**config.mk**
```make
export PLATFORM = sky130hd
export DESIGN_NAME = id_stage_hz_flat
export DESIGN_NICKNAME = d
export VERILOG_FILES = /design/src/rtl/mips_isa_pkg.sv /design/src/rtl/id_stage_hz_if.sv /design/src/rtl/id_stage_hz_gpr_file.sv /design/src/rtl/id_stage_hz.sv /design/src/flat_wrapper.sv
export SDC_FILE = /design/constraint.sdc
export NUM_CORES = 2
export LEC_CHECK = 0
export ABC_AREA = 1
export CELL_PAD_IN_SITES_DETAIL_PLACEMENT = 1
export CELL_PAD_IN_SITES_GLOBAL_PLACEMENT = 2
export CORE_MARGIN = 1.5
export CORE_UTILIZATION = 35
export DETAILED_ROUTE_END_ITERATION = 10
export PLACE_DENSITY_LB_ADDON = 0.1
export SYNTH_ARGS = -nofsm -noshare
export SYNTH_HDL_FRONTEND = slang
export SYNTH_HIERARCHICAL = 1
export SYNTH_SLANG_ARGS = --single-unit
```
**constraint.sdc**
```tcl
create_clock -name clk -period 2.3 [get_ports clk]
set_input_delay 0.46 -clock clk [delete_from_list [all_inputs] [get_ports clk]]
set_output_delay 0.46 -clock clk [all_outputs]
set_load 0.02 [all_outputs]
```
**src/rtl/mips_isa_pkg.sv**
```systemverilog
// MIPS opcode/func constants, control-flag bundle and the control decoder.
// Latency: n/a (constants and pure functions only).
// Backpressure: n/a.
package mips_isa_pkg;

    localparam logic [5:0] OP_RTYPE = 6'h00;
    localparam logic [5:0] OP_J     = 6'h02;
    localparam logic [5:0] OP_JAL   = 6'h03;
    localparam logic [5:0] OP_BEQ   = 6'h04;
    localparam logic [5:0] OP_BNE   = 6'h05;
    localparam logic [5:0] OP_ADDI  = 6'h08;
    localparam logic [5:0] OP_ADDIU = 6'h09;
    localparam logic [5:0] OP_SLTI  = 6'h0A;
    localparam logic [5:0] OP_SLTIU = 6'h0B;
    localparam logic [5:0] OP_ANDI  = 6'h0C;
    localparam logic [5:0] OP_ORI   = 6'h0D;
    localparam logic [5:0] OP_XORI  = 6'h0E;
    localparam logic [5:0] OP_LUI   = 6'h0F;
    localparam logic [5:0] OP_LB    = 6'h20;
    localparam logic [5:0] OP_LH    = 6'h21;
    localparam logic [5:0] OP_LW    = 6'h23;
    localparam logic [5:0] OP_LBU   = 6'h24;
    localparam logic [5:0] OP_LHU   = 6'h25;
    localparam logic [5:0] OP_LWU   = 6'h27;
    localparam logic [5:0] OP_SB    = 6'h28;
    localparam logic [5:0] OP_SH    = 6'h29;
    localparam logic [5:0] OP_SW    = 6'h2B;

    localparam logic [5:0] FN_JR    = 6'h08;
    localparam logic [5:0] FN_JALR  = 6'h09;

    localparam int REG_RA = 31;

    typedef struct packed {
        logic reg_write;
        logic mem_read;
        logic mem_write;
        logic branch;
        logic jump;
    } ctrl_t;

    // Main control decode; unknown opcodes leave every flag low.
    function automatic ctrl_t decode_ctrl(input logic [5:0] op, input logic [5:0] fn);
        ctrl_t c;
        c = '0;
        case (op)
            OP_RTYPE: begin
                c.reg_write = (fn != FN_JR);
                c.jump      = (fn == FN_JR) || (fn == FN_JALR);
            end
            OP_J:   c.jump = 1'b1;
            OP_JAL: begin
                c.jump      = 1'b1;
                c.reg_write = 1'b1;
            end
            OP_BEQ, OP_BNE: c.branch = 1'b1;
            OP_ADDI, OP_ADDIU, OP_SLTI, OP_SLTIU,
            OP_ANDI, OP_ORI, OP_XORI, OP_LUI: c.reg_write = 1'b1;
            OP_LB, OP_LH, OP_LW, OP_LBU, OP_LHU, OP_LWU: begin
                c.reg_write = 1'b1;
                c.mem_read  = 1'b1;
            end
            OP_SB, OP_SH, OP_SW: c.mem_write = 1'b1;
            default: c = '0;
        endcase
        return c;
    endfunction

    // Instructions whose rt field is a source operand.
    function automatic logic uses_rt(input logic [5:0] op);
        return (op == OP_RTYPE) || (op == OP_SB) || (op == OP_SH) || (op == OP_SW) ||
               (op == OP_BEQ) || (op == OP_BNE);
    endfunction

endpackage

```
**src/rtl/id_stage_hz_if.sv**
```systemverilog
// Bundle of the decode-stage inputs (IF/ID, WB, EX hazard info) and ID/EX outputs.
// Latency: n/a (wiring only).
// Backpressure: i_stall holds ID/EX; o_hazard requests upstream hold.
interface id_stage_hz_if #(
    parameter int NB_DATA = 32,
    parameter int NB_ADDR = 5,
    parameter int NB_PC   = 32
);
    logic               i_valid;
    logic [31:0]        i_instruction;
    logic [NB_PC-1:0]   i_pc4;
    logic               i_stall;
    logic               i_flush;
    logic               i_wb_we;
    logic [NB_ADDR-1:0] i_wb_addr;
    logic [NB_DATA-1:0] i_wb_data;
    logic               i_ex_memread;
    logic [NB_ADDR-1:0] i_ex_rt;

    logic               o_hazard;
    logic               o_valid;
    logic [NB_ADDR-1:0] o_rs;
    logic [NB_ADDR-1:0] o_rt;
    logic [NB_ADDR-1:0] o_rd;
    logic [NB_ADDR-1:0] o_dest;
    logic [NB_DATA-1:0] o_data_a;
    logic [NB_DATA-1:0] o_data_b;
    logic [NB_DATA-1:0] o_imm;
    logic [5:0]         o_opcode;
    logic [5:0]         o_func;
    logic [4:0]         o_shamt;
    logic [25:0]        o_jtarget;
    logic [NB_PC-1:0]   o_pc4;
    logic               o_reg_write;
    logic               o_mem_read;
    logic               o_mem_write;
    logic               o_branch;
    logic               o_jump;

    modport master (
        output i_valid, i_instruction, i_pc4, i_stall, i_flush,
               i_wb_we, i_wb_addr, i_wb_data, i_ex_memread, i_ex_rt,
        input  o_hazard, o_valid, o_rs, o_rt, o_rd, o_dest, o_data_a, o_data_b,
               o_imm, o_opcode, o_func, o_shamt, o_jtarget, o_pc4,
               o_reg_write, o_mem_read, o_mem_write, o_branch, o_jump
    );

    modport slave (
        input  i_valid, i_instruction, i_pc4, i_stall, i_flush,
               i_wb_we, i_wb_addr, i_wb_data, i_ex_memread, i_ex_rt,
        output o_hazard, o_valid, o_rs, o_rt, o_rd, o_dest, o_data_a, o_data_b,
               o_imm, o_opcode, o_func, o_shamt, o_jtarget, o_pc4,
               o_reg_write, o_mem_read, o_mem_write, o_branch, o_jump
    );
endinterface

```
**src/rtl/id_stage_hz_gpr_file.sv**
```systemverilog
// GPR file: two combinational read ports, one write port, optional WB->ID bypass.
// Latency: reads 0 cycles; writes visible next cycle (same cycle when BYPASS=1).
// Backpressure: none; writes are never blocked by stall or flush.
module gpr_file #(
    parameter int NB_DATA = 32,
    parameter int NB_ADDR = 5,
    parameter int N_REGS  = 32,
    parameter int BYPASS  = 1
) (
    input  logic               clk,
    input  logic               wr_en,
    input  logic [NB_ADDR-1:0] wr_addr,
    input  logic [NB_DATA-1:0] wr_data,
    input  logic [NB_ADDR-1:0] rd_addr_a,
    input  logic [NB_ADDR-1:0] rd_addr_b,
    output logic [NB_DATA-1:0] rd_data_a,
    output logic [NB_DATA-1:0] rd_data_b
);

    // Register 0 has no storage; it is the implicit zero.
    logic [NB_DATA-1:0] gpr_q [1:N_REGS-1];
    logic [NB_DATA-1:0] gpr_d [1:N_REGS-1];

    // Next array contents: a single register updated when WB targets it.
    always_comb begin
        gpr_d = gpr_q;
        for (int i = 1; i < N_REGS; i++) begin
            if (wr_en && (wr_addr == NB_ADDR'(i))) begin
                gpr_d[i] = wr_data;
            end
        end
    end

    // Array storage, deliberately not reset.
    always_ff @(posedge clk) begin
        gpr_q <= gpr_d;
    end

    // Read ports; a matching same-cycle write wins when bypass is enabled.
    always_comb begin
        rd_data_a = '0;
        rd_data_b = '0;
        for (int i = 1; i < N_REGS; i++) begin
            if (rd_addr_a == NB_ADDR'(i)) begin
                rd_data_a = ((BYPASS != 0) && wr_en && (wr_addr == rd_addr_a)) ? wr_data : gpr_q[i];
            end
            if (rd_addr_b == NB_ADDR'(i)) begin
                rd_data_b = ((BYPASS != 0) && wr_en && (wr_addr == rd_addr_b)) ? wr_data : gpr_q[i];
            end
        end
    end

endmodule

```
**src/rtl/id_stage_hz.sv**
```systemverilog
// MIPS decode stage: GPR read, field/imm/control decode, load-use detect, ID/EX register.
// Latency: 1 cycle instruction->ID/EX outputs; o_hazard is combinational.
// Backpressure: i_stall holds ID/EX; o_hazard inserts a bubble and stalls PC/IF-ID.
module id_stage_hz
    import mips_isa_pkg::*;
#(
    parameter int NB_DATA = 32,
    parameter int NB_ADDR = 5,
    parameter int N_REGS  = 32,
    parameter int BYPASS  = 1,
    parameter int NB_PC   = 32
) (
    input  logic        clk,
    input  logic        i_rst_n,
    id_stage_hz_if.slave bus
);

    typedef struct packed {
        logic               valid;
        logic [NB_ADDR-1:0] rs;
        logic [NB_ADDR-1:0] rt;
        logic [NB_ADDR-1:0] rd;
        logic [NB_ADDR-1:0] dest;
        logic [NB_DATA-1:0] data_a;
        logic [NB_DATA-1:0] data_b;
        logic [NB_DATA-1:0] imm;
        logic [5:0]         opcode;
        logic [5:0]         func;
        logic [4:0]         shamt;
        logic [25:0]        jtarget;
        logic [NB_PC-1:0]   pc4;
        ctrl_t              ctrl;
    } idex_t;

    idex_t              dec;
    idex_t              idex_d;
    idex_t              idex_q;
    logic [NB_DATA-1:0] rd_data_a;
    logic [NB_DATA-1:0] rd_data_b;
    logic               hazard;
    logic [31:0]        instr;

    assign instr = bus.i_instruction;

    gpr_file #(
        .NB_DATA (NB_DATA),
        .NB_ADDR (NB_ADDR),
        .N_REGS  (N_REGS),
        .BYPASS  (BYPASS)
    ) u_gpr (
        .clk       (clk),
        .wr_en     (bus.i_wb_we),
        .wr_addr   (bus.i_wb_addr),
        .wr_data   (bus.i_wb_data),
        .rd_addr_a (NB_ADDR'(instr[25:21])),
        .rd_addr_b (NB_ADDR'(instr[20:16])),
        .rd_data_a (rd_data_a),
        .rd_data_b (rd_data_b)
    );

    // Decode of the instruction sitting in IF/ID; flags are qualified by i_valid.
    always_comb begin
        dec         = '0;
        dec.valid   = bus.i_valid;
        dec.opcode  = instr[31:26];
        dec.rs      = NB_ADDR'(instr[25:21]);
        dec.rt      = NB_ADDR'(instr[20:16]);
        dec.rd      = NB_ADDR'(instr[15:11]);
        dec.shamt   = instr[10:6];
        dec.func    = instr[5:0];
        dec.jtarget = instr[25:0];
        dec.pc4     = bus.i_pc4;
        dec.data_a  = rd_data_a;
        dec.data_b  = rd_data_b;
        case (instr[31:26])
            OP_ANDI, OP_ORI, OP_XORI: dec.imm = NB_DATA'({16'h0000, instr[15:0]});
            OP_LUI:                   dec.imm = NB_DATA'({instr[15:0], 16'h0000});
            default:                  dec.imm = NB_DATA'({{16{instr[15]}}, instr[15:0]});
        endcase
        if (instr[31:26] == OP_RTYPE) begin
            dec.dest = NB_ADDR'(instr[15:11]);
        end else if (instr[31:26] == OP_JAL) begin
            dec.dest = NB_ADDR'(REG_RA);
        end else begin
            dec.dest = NB_ADDR'(instr[20:16]);
        end
        dec.ctrl = bus.i_valid ? decode_ctrl(instr[31:26], instr[5:0]) : '0;
    end

    // Load-use: the load in EX writes a register this instruction reads.
    always_comb begin
        hazard = bus.i_valid && bus.i_ex_memread && (bus.i_ex_rt != '0) &&
                 ((bus.i_ex_rt == dec.rs) || (uses_rt(dec.opcode) && (bus.i_ex_rt == dec.rt)));
    end

    // ID/EX next state: flush beats stall, stall beats bubble, bubble beats load.
    always_comb begin
        idex_d = idex_q;
        if (bus.i_flush) begin
            idex_d = '0;
        end else if (bus.i_stall) begin
            idex_d = idex_q;
        end else if (hazard) begin
            idex_d.valid = 1'b0;
            idex_d.ctrl  = '0;
        end else begin
            idex_d = dec;
        end
    end

    // ID/EX pipeline register.
    always_ff @(posedge clk or negedge i_rst_n) begin
        if (!i_rst_n) begin
            idex_q <= '0;
        end else begin
            idex_q <= idex_d;
        end
    end

    assign bus.o_hazard    = hazard;
    assign bus.o_valid     = idex_q.valid;
    assign bus.o_rs        = idex_q.rs;
    assign bus.o_rt        = idex_q.rt;
    assign bus.o_rd        = idex_q.rd;
    assign bus.o_dest      = idex_q.dest;
    assign bus.o_data_a    = idex_q.data_a;
    assign bus.o_data_b    = idex_q.data_b;
    assign bus.o_imm       = idex_q.imm;
    assign bus.o_opcode    = idex_q.opcode;
    assign bus.o_func      = idex_q.func;
    assign bus.o_shamt     = idex_q.shamt;
    assign bus.o_jtarget   = idex_q.jtarget;
    assign bus.o_pc4       = idex_q.pc4;
    assign bus.o_reg_write = idex_q.ctrl.reg_write;
    assign bus.o_mem_read  = idex_q.ctrl.mem_read;
    assign bus.o_mem_write = idex_q.ctrl.mem_write;
    assign bus.o_branch    = idex_q.ctrl.branch;
    assign bus.o_jump      = idex_q.ctrl.jump;

endmodule

```
**src/flat_wrapper.sv**
```systemverilog
// flat-port wrapper written by rule: the top's interface ports become plain ports
module id_stage_hz_flat import mips_isa_pkg::*;
#(
    parameter int NB_DATA = 32,
    parameter int NB_ADDR = 5,
    parameter int N_REGS  = 32,
    parameter int BYPASS  = 1,
    parameter int NB_PC   = 32
)
  (clk, i_rst_n, bus_i_valid, bus_i_instruction, bus_i_pc4, bus_i_stall, bus_i_flush, bus_i_wb_we, bus_i_wb_addr, bus_i_wb_data, bus_i_ex_memread, bus_i_ex_rt, bus_o_hazard, bus_o_valid, bus_o_rs, bus_o_rt, bus_o_rd, bus_o_dest, bus_o_data_a, bus_o_data_b, bus_o_imm, bus_o_opcode, bus_o_func, bus_o_shamt, bus_o_jtarget, bus_o_pc4, bus_o_reg_write, bus_o_mem_read, bus_o_mem_write, bus_o_branch, bus_o_jump);
  id_stage_hz_if #(.NB_DATA(NB_DATA), .NB_ADDR(NB_ADDR), .NB_PC(NB_PC)) bus_i ();
  input  logic clk;
  input  logic i_rst_n;
  input wire logic [$bits(bus_i.i_valid)-1:0] bus_i_valid;
  input wire logic [$bits(bus_i.i_instruction)-1:0] bus_i_instruction;
  input wire logic [$bits(bus_i.i_pc4)-1:0] bus_i_pc4;
  input wire logic [$bits(bus_i.i_stall)-1:0] bus_i_stall;
  input wire logic [$bits(bus_i.i_flush)-1:0] bus_i_flush;
  input wire logic [$bits(bus_i.i_wb_we)-1:0] bus_i_wb_we;
  input wire logic [$bits(bus_i.i_wb_addr)-1:0] bus_i_wb_addr;
  input wire logic [$bits(bus_i.i_wb_data)-1:0] bus_i_wb_data;
  input wire logic [$bits(bus_i.i_ex_memread)-1:0] bus_i_ex_memread;
  input wire logic [$bits(bus_i.i_ex_rt)-1:0] bus_i_ex_rt;
  output wire logic [$bits(bus_i.o_hazard)-1:0] bus_o_hazard;
  output wire logic [$bits(bus_i.o_valid)-1:0] bus_o_valid;
  output wire logic [$bits(bus_i.o_rs)-1:0] bus_o_rs;
  output wire logic [$bits(bus_i.o_rt)-1:0] bus_o_rt;
  output wire logic [$bits(bus_i.o_rd)-1:0] bus_o_rd;
  output wire logic [$bits(bus_i.o_dest)-1:0] bus_o_dest;
  output wire logic [$bits(bus_i.o_data_a)-1:0] bus_o_data_a;
  output wire logic [$bits(bus_i.o_data_b)-1:0] bus_o_data_b;
  output wire logic [$bits(bus_i.o_imm)-1:0] bus_o_imm;
  output wire logic [$bits(bus_i.o_opcode)-1:0] bus_o_opcode;
  output wire logic [$bits(bus_i.o_func)-1:0] bus_o_func;
  output wire logic [$bits(bus_i.o_shamt)-1:0] bus_o_shamt;
  output wire logic [$bits(bus_i.o_jtarget)-1:0] bus_o_jtarget;
  output wire logic [$bits(bus_i.o_pc4)-1:0] bus_o_pc4;
  output wire logic [$bits(bus_i.o_reg_write)-1:0] bus_o_reg_write;
  output wire logic [$bits(bus_i.o_mem_read)-1:0] bus_o_mem_read;
  output wire logic [$bits(bus_i.o_mem_write)-1:0] bus_o_mem_write;
  output wire logic [$bits(bus_i.o_branch)-1:0] bus_o_branch;
  output wire logic [$bits(bus_i.o_jump)-1:0] bus_o_jump;
  assign bus_i.i_valid = bus_i_valid;
  assign bus_i.i_instruction = bus_i_instruction;
  assign bus_i.i_pc4 = bus_i_pc4;
  assign bus_i.i_stall = bus_i_stall;
  assign bus_i.i_flush = bus_i_flush;
  assign bus_i.i_wb_we = bus_i_wb_we;
  assign bus_i.i_wb_addr = bus_i_wb_addr;
  assign bus_i.i_wb_data = bus_i_wb_data;
  assign bus_i.i_ex_memread = bus_i_ex_memread;
  assign bus_i.i_ex_rt = bus_i_ex_rt;
  assign bus_o_hazard = bus_i.o_hazard;
  assign bus_o_valid = bus_i.o_valid;
  assign bus_o_rs = bus_i.o_rs;
  assign bus_o_rt = bus_i.o_rt;
  assign bus_o_rd = bus_i.o_rd;
  assign bus_o_dest = bus_i.o_dest;
  assign bus_o_data_a = bus_i.o_data_a;
  assign bus_o_data_b = bus_i.o_data_b;
  assign bus_o_imm = bus_i.o_imm;
  assign bus_o_opcode = bus_i.o_opcode;
  assign bus_o_func = bus_i.o_func;
  assign bus_o_shamt = bus_i.o_shamt;
  assign bus_o_jtarget = bus_i.o_jtarget;
  assign bus_o_pc4 = bus_i.o_pc4;
  assign bus_o_reg_write = bus_i.o_reg_write;
  assign bus_o_mem_read = bus_i.o_mem_read;
  assign bus_o_mem_write = bus_i.o_mem_write;
  assign bus_o_branch = bus_i.o_branch;
  assign bus_o_jump = bus_i.o_jump;
  id_stage_hz #(.NB_DATA(NB_DATA), .NB_ADDR(NB_ADDR), .N_REGS(N_REGS), .BYPASS(BYPASS), .NB_PC(NB_PC)) u_core (.clk(clk), .i_rst_n(i_rst_n), .bus(bus_i));
endmodule
```
After elaboration in Yosys (flattened, before gate mapping)
Index checks and enable logic that the tools add are counted.

Bitwise gates (word level): 0. Muxes and demuxes: 138. Divide/modulo/power cells: 0. Magnitude comparators: 0. Multipliers: 0. Add/sub/neg operators: 0. Shift operators: 0. Reduce and logical (&&, ||, !) cells: 53. Eq/ne operators: 123.

Operator list (number): $mux 32 (124); $mux 197 (2); $eq 5x5->1 const B (48); $mux 191 (1); $eq 5x4->1 const B (24); $pmux 32 s2 (1); $eq 5x3->1 const B (12); $eq 6x4->1 const B (10); $eq 6x6->1 const B (9); $logic_and 1x1->1 (37); $eq 5x2->1 const B (6); $eq 5x5->1 (4); $mux 5 (4); $eq 5x1->1 const B (3); $reduce_or 15->1 (1); $eq 6x2->1 const B (2); $eq 6x3->1 const B (2); $logic_or 1x1->1 (7); $logic_not 6->1 (1); $ne 6x4->1 const B (1); $reduce_or 3->1 (2); $reduce_or 6->1 (1); $reduce_bool 5->1 (1); $mux 1 (4); other kinds (5) (7).

ROM bits: 0. Memories: 0. Logic and storage cells: 363. Register bits after elaboration: 1189. Latch bits: 0. Input port bits: 113. RAM bits: 0.

Depth between registers and ports, before layout
Depth in word-level cells: 37. Mapped depth: 32. Depth with buffers taken out: 29.

By module
The synthesis kept the hierarchy.

Modules (own cells, without submodules): gpr_file (times used 1, seq. area each 29788.6 µm², area an instance 61183.7 µm², cells an instance 7864); id_stage_hz (times used 1, seq. area each 4279.1 µm², area an instance 7963.9 µm², cells an instance 935).

Least setup slack after synthesis
Ideal clock, no wire load.

Path kind: input port to flip-flop. Start point: input port bus_i_instruction[25]. End point: register u_core.idex_q (netlist bit u_core/bus.o_data_a[26]). Cell stages on the path: 32. Path buffers: 4. Arrival time: 2.696 ns. Setup slack: -0.513 ns. Path through: buf_6 inv_2 buf_6 nand2_2 nand2_1 nand2_2 nor2_8 buf_6 buf_8 nand3_2 nand3_1 nand2_1 nor2_1 nand3_1 nand2_1 nand3_1 nand2_1 nand3_1 nand2_1 nand3_1 nand2_1 nand3_1 nand2_1 nand3_1 nand2_1 nand3_1 nand2_1 nand4_1 nor2_1 nand4_1 nand4_1 nand2_1.

Word-level cells in the longest chain between the ends: 37. Elaborated cells between the ends (all ways): 103. Classes of those cells: eq/ne (34); mux (65); reduce/logical (4).

Ends and longest elaborated chain: start, declared (line flat_wrapper.sv:15) `input wire logic [$bits(bus_i.i_instruction)-1:0] bus_i_instruction;`; $eq 5x5->1 (line id_stage_hz_gpr_file.sv:45) `rd_data_a = ((BYPASS != 0) && wr_en && (wr_addr == rd_addr_a)) ? wr_data : gpr_q[i];`; $logic_and 1x1->1 (line id_stage_hz_gpr_file.sv:45); $mux 32 (line id_stage_hz_gpr_file.sv:45); $mux 32 (30 in series) (line id_stage_hz_gpr_file.sv:44) `if (rd_addr_a == NB_ADDR'(i)) begin`; $mux 32 * (line id_stage_hz_gpr_file.sv:44); net u_core.rd_data_a[26] (line id_stage_hz.sv:38) `logic [NB_DATA-1:0] rd_data_a;`; $mux 191 * (line id_stage_hz.sv:103) `end else if (hazard) begin`; $mux 197 * (line id_stage_hz.sv:101) `end else if (bus.i_stall) begin`; $mux 197 * (line id_stage_hz.sv:99) `if (bus.i_flush) begin`; end signal, assigned (line id_stage_hz.sv:116) `idex_q <= idex_d;`; end, declared (line id_stage_hz.sv:37) `idex_t idex_q;`.

Mark *: on every way through the listed nets, which the timed path passes. The rest lies on a longest branch. The select of a mux whose other input is x is not followed. A chain may end at the register's enable or synchronous reset.

Final worst setup path
Start point: input port bus_i_wb_addr[3]. End point: register u_core.idex_q (netlist bit u_core/bus.o_data_b[20]).

Word-level cells in the longest chain between the ends: 37. Elaborated cells between the ends (all ways): 67. Classes of those cells: eq/ne (1); mux (65); reduce/logical (1).

Ends and longest elaborated chain: start, declared (line flat_wrapper.sv:20) `input wire logic [$bits(bus_i.i_wb_addr)-1:0] bus_i_wb_addr;`; $eq 5x5->1 * (line id_stage_hz_gpr_file.sv:48) `rd_data_b = ((BYPASS != 0) && wr_en && (wr_addr == rd_addr_b)) ? wr_data : gpr_q[i];`; $logic_and 1x1->1 * (line id_stage_hz_gpr_file.sv:48); $mux 32 (line id_stage_hz_gpr_file.sv:48); $mux 32 (30 in series) (line id_stage_hz_gpr_file.sv:47) `if (rd_addr_b == NB_ADDR'(i)) begin`; $mux 32 * (line id_stage_hz_gpr_file.sv:47); net u_core.rd_data_b[20] (line id_stage_hz.sv:39) `logic [NB_DATA-1:0] rd_data_b;`; $mux 191 * (line id_stage_hz.sv:103); $mux 197 * (line id_stage_hz.sv:101); $mux 197 * (line id_stage_hz.sv:99).

Marked as above.

==> flow_metrics.tcl <==
set metrics [dict create \
    status "finished with violations" \
    violations "setup timing" \
    hold_viol_final 0 \
    start_kind "input pin" \
    fin_area_um2 96600 \
    vias_per_cell 5.66 \
    async_flop_share_pct 14.7 \
    holdPathStages 3 \
    syn_area_um2 69100 \
    synth_cell_types 37 \
    r2r-start "u_core/u_gpr/gpr_q[874]" \
    core_area_um2 196000 \
    synth.ff_latch_count 1163 \
    cp_top_family "simple AND/OR/NAND/NOR gates" \
    initial_core_util_pct 35.4 \
    worstPathBufferInverterCount 7 \
    root_buffer "clkbuf_16" \
    required_ps 2990 \
    drc 0 \
    crit_top_cell "nand2_1" \
    grt_usage_pct 32.5 \
    dr_total_vias 71822 \
    wl_per_cell_um 26.6 \
    reg2reg_to "u_core/bus.o_data_a[10]" \
    end_kind "register" \
    drv_slew 0 \
    rsz0062_at_grt "yes" \
    tightest_slew_ps 956 \
    yosysTopAreaCell "edfxtp_1" \
    fin_skew_ps 27.4 \
    syn_avg_cell_area_um2 7.86 \
    synth_ff_type "edfxtp_1" \
    portBuffers 310 \
    chipHeight_um 447 \
    period_share_pct 142 \
    antenna_found_initial 13 \
    setup_viol 64 \
    cts.sinks 1163 \
    stdcell_count 12688 \
    boundaryPins 311 \
    irDropWorstVdd_mv 0.672 \
    synth.area.top_cells "edfxtp_1, nand2_1, o21ai_0, dfrtp_1, inv_1" \
    cts_tree "built" \
    drive_gt1_share_pct 26.7 \
    synth_most_common_cell "nand2_1" \
    num_rows 162 \
    cts_buffers 149 \
    nNetsFinal 10062 \
    syn_inst 8799 \
    placed_area_um2 85100 \
    die_w_um 447 \
    ff2ff_path_depth 20 \
    setup_ws_ps -958 \
    firstDrtPassIters 6 \
    min_period_ps 3260 \
    synth_nets 8912 \
    fmax_ghz 0.307 \
    cpPeakStageDelay_ps 250 \
    die_area_um2 200000 \
    clockBufferDepth 3 \
    synthToLayoutAreaGrowth_pct 39.8 \
    drt_iter0_drc 5824 \
    synth_edf_count 992 \
    p_per_area_nw_per_um2 570 \
    drtAntennaViolNets 0 \
    grt_pass1_vias 73793 \
    critPathSlowestCell "nor2_4" \
    cap_viol_max_count 0 \
    whs_endpoint "u_core/bus.o_opcode[4]" \
    relSlewSlack_pct 36.2 \
    yosys_warnings 6 \
    p_leak_nw 43.1 \
    arrival_ps 3950 \
    clkTransAtPathRegs_ps 60 \
    grt_pass1_wl_mm 486 \
    hold_class "input pin to register" \
    clkLatencyLatePin_ps 810 \
    gp_congestion 0.907 \
    synthTopCellsByCount "nand2_1, o21ai_0, edfxtp_1" \
    grt.overflow.total 0 \
    reg2reg_slack_ps -590 \
    hold_path.startpoint "bus_i_instruction[30]" \
    hold_slack_ps 80.8 \
    grt_start_max_net_pins 81 \
    dpl.hpwl_mm 242 \
    drt-total-wl_mm 337 \
    criticalPathCategory "input pin to register" \
    yosysSeqAreaShare_pct 49.3 \
    path_max_fanout 7 \
    synth_top_cell_area_share_pct 43.1 \
    htreeDepth 4 \
    place_inst 12248 \
    place_worst_setup_slack_ps -2450 \
]
==> power breakdown <==
part	leakage, nW	switching, W	internal, W	total, W
registers	11.2	0.000236	0.0233	0.0236
clock network	2.28	0.00976	0.0136	0.0234
logic	29.6	0.00513	0.00302	0.00815
==> repair_timing <==
item	in CTS	in global routing
setup buffers	59	91
pin swaps	237	520
endpoints found under the setup margin	148	118
cloned	24	16
gates resized for setup	652	755
endpoints found under the hold margin	94	0
hold buffers	1	0
==> stage by stage <==
stage               util (%)  power, W  TNS, ps
finish                  49.4    0.0551   -51260
CTS                     47.5    0.0549   -53250
floorplan                  -    0.0271   -31960
detailed placement      43.5    0.0311  -323210
global route            49.4    0.0567   -59990
global placement        43.5    0.0311  -293540
==> how the worst max path moves through the flow <==
stage,cells past startpoint,slack [ps],start,endpoint
finish,33,-960,bus_i_wb_addr[3],u_core/bus.o_data_b[20]
global placement,33,-2450,bus_i_wb_addr[4],u_core/bus.o_data_b[20]
global route,33,-1090,bus_i_wb_addr[3],u_core/bus.o_data_b[1]
detailed placement,29,-2450,bus_i_wb_addr[4],u_core/bus.o_data_b[2]
floorplan,32,-500,bus_i_instruction[25],u_core/bus.o_data_a[26]
CTS,34,-960,bus_i_instruction[20],u_core/bus.o_data_b[4]
==> cell families after synthesis <==
group	synth area share [%]
AOI/OAI and AO/OA	16.8
xor gates and xnor gates	0.0507
and+or+nand+nor	23.7
buffers and inverters	10.2
DFF	49.3
==> state kept, by name, summed over array words and instances (netlist names), 4 cells and up <==
signal                cells
u_core/u_gpr/gpr_q      992
u_core/bus.o_data_a      32
u_core/bus.o_data_b      32
u_core/bus.o_imm         32
u_core/bus.o_pc4         32
u_core/bus.o_opcode       6
u_core/bus.o_dest         5
u_core/bus.o_func         5
u_core/bus.o_rs           5
u_core/bus.o_jtarget      4
u_core/bus.o_rd           4
u_core/bus.o_rt           4
u_core/bus.o_shamt        4
==> worst register-to-register path: cells and delay by family, from the launching register on <==
family / cells / cell delay (ps)
and+or+nand+nor: 20 / 2360
DFF: 1 / 420
==> layer usage <==
layer	up-vias	GRT usage [%]	share of wire [%]
li1	32293	-	-
met1	36311	42.0	41
met2	2616	55.3	48
met3	600	4.66	6.9
met4	2	11.6	3.7
met5	-	0	0.0039
==> area by class of cell <==
type	instances	area [µm²]
Fill cell	22608	99000
Timing Repair Buffer	1779	19000
Inverter	892	3440
Multi-Input combinational cell	5964	32100
Tap cell	2624	3280
Antenna cell	4	10.0
Clock inverter	63	569
Clock buffer	199	4120
Sequential cell	1163	34100
==> placed cells by master (no fill, tap or decap), drive strengths merged, types with 2 or more instances in the layout <==
cell type,netlist,routed
clkinv,5,50
nand4,366,366
nor2,301,301
nand2,2575,2575
nor3,17,17
a21oi,561,561
bufinv,0,10
bufbuf,0,10
clkinvlp,0,5
dfrtp,171,171
xnor2,2,2
o21bai,15,15
inv,887,890
nand3,612,612
o211ai,438,438
clkbuf,458,216
clkdlybuf4s50,0,192
o21ai,1069,1069
xor2,2,2
edfxtp,992,992
buf,321,1462
a21boi,3,3
dlygate4sd2,0,35
diode,0,4
dlymetal6s2s,0,62
(Power assumes the default switching activity.)
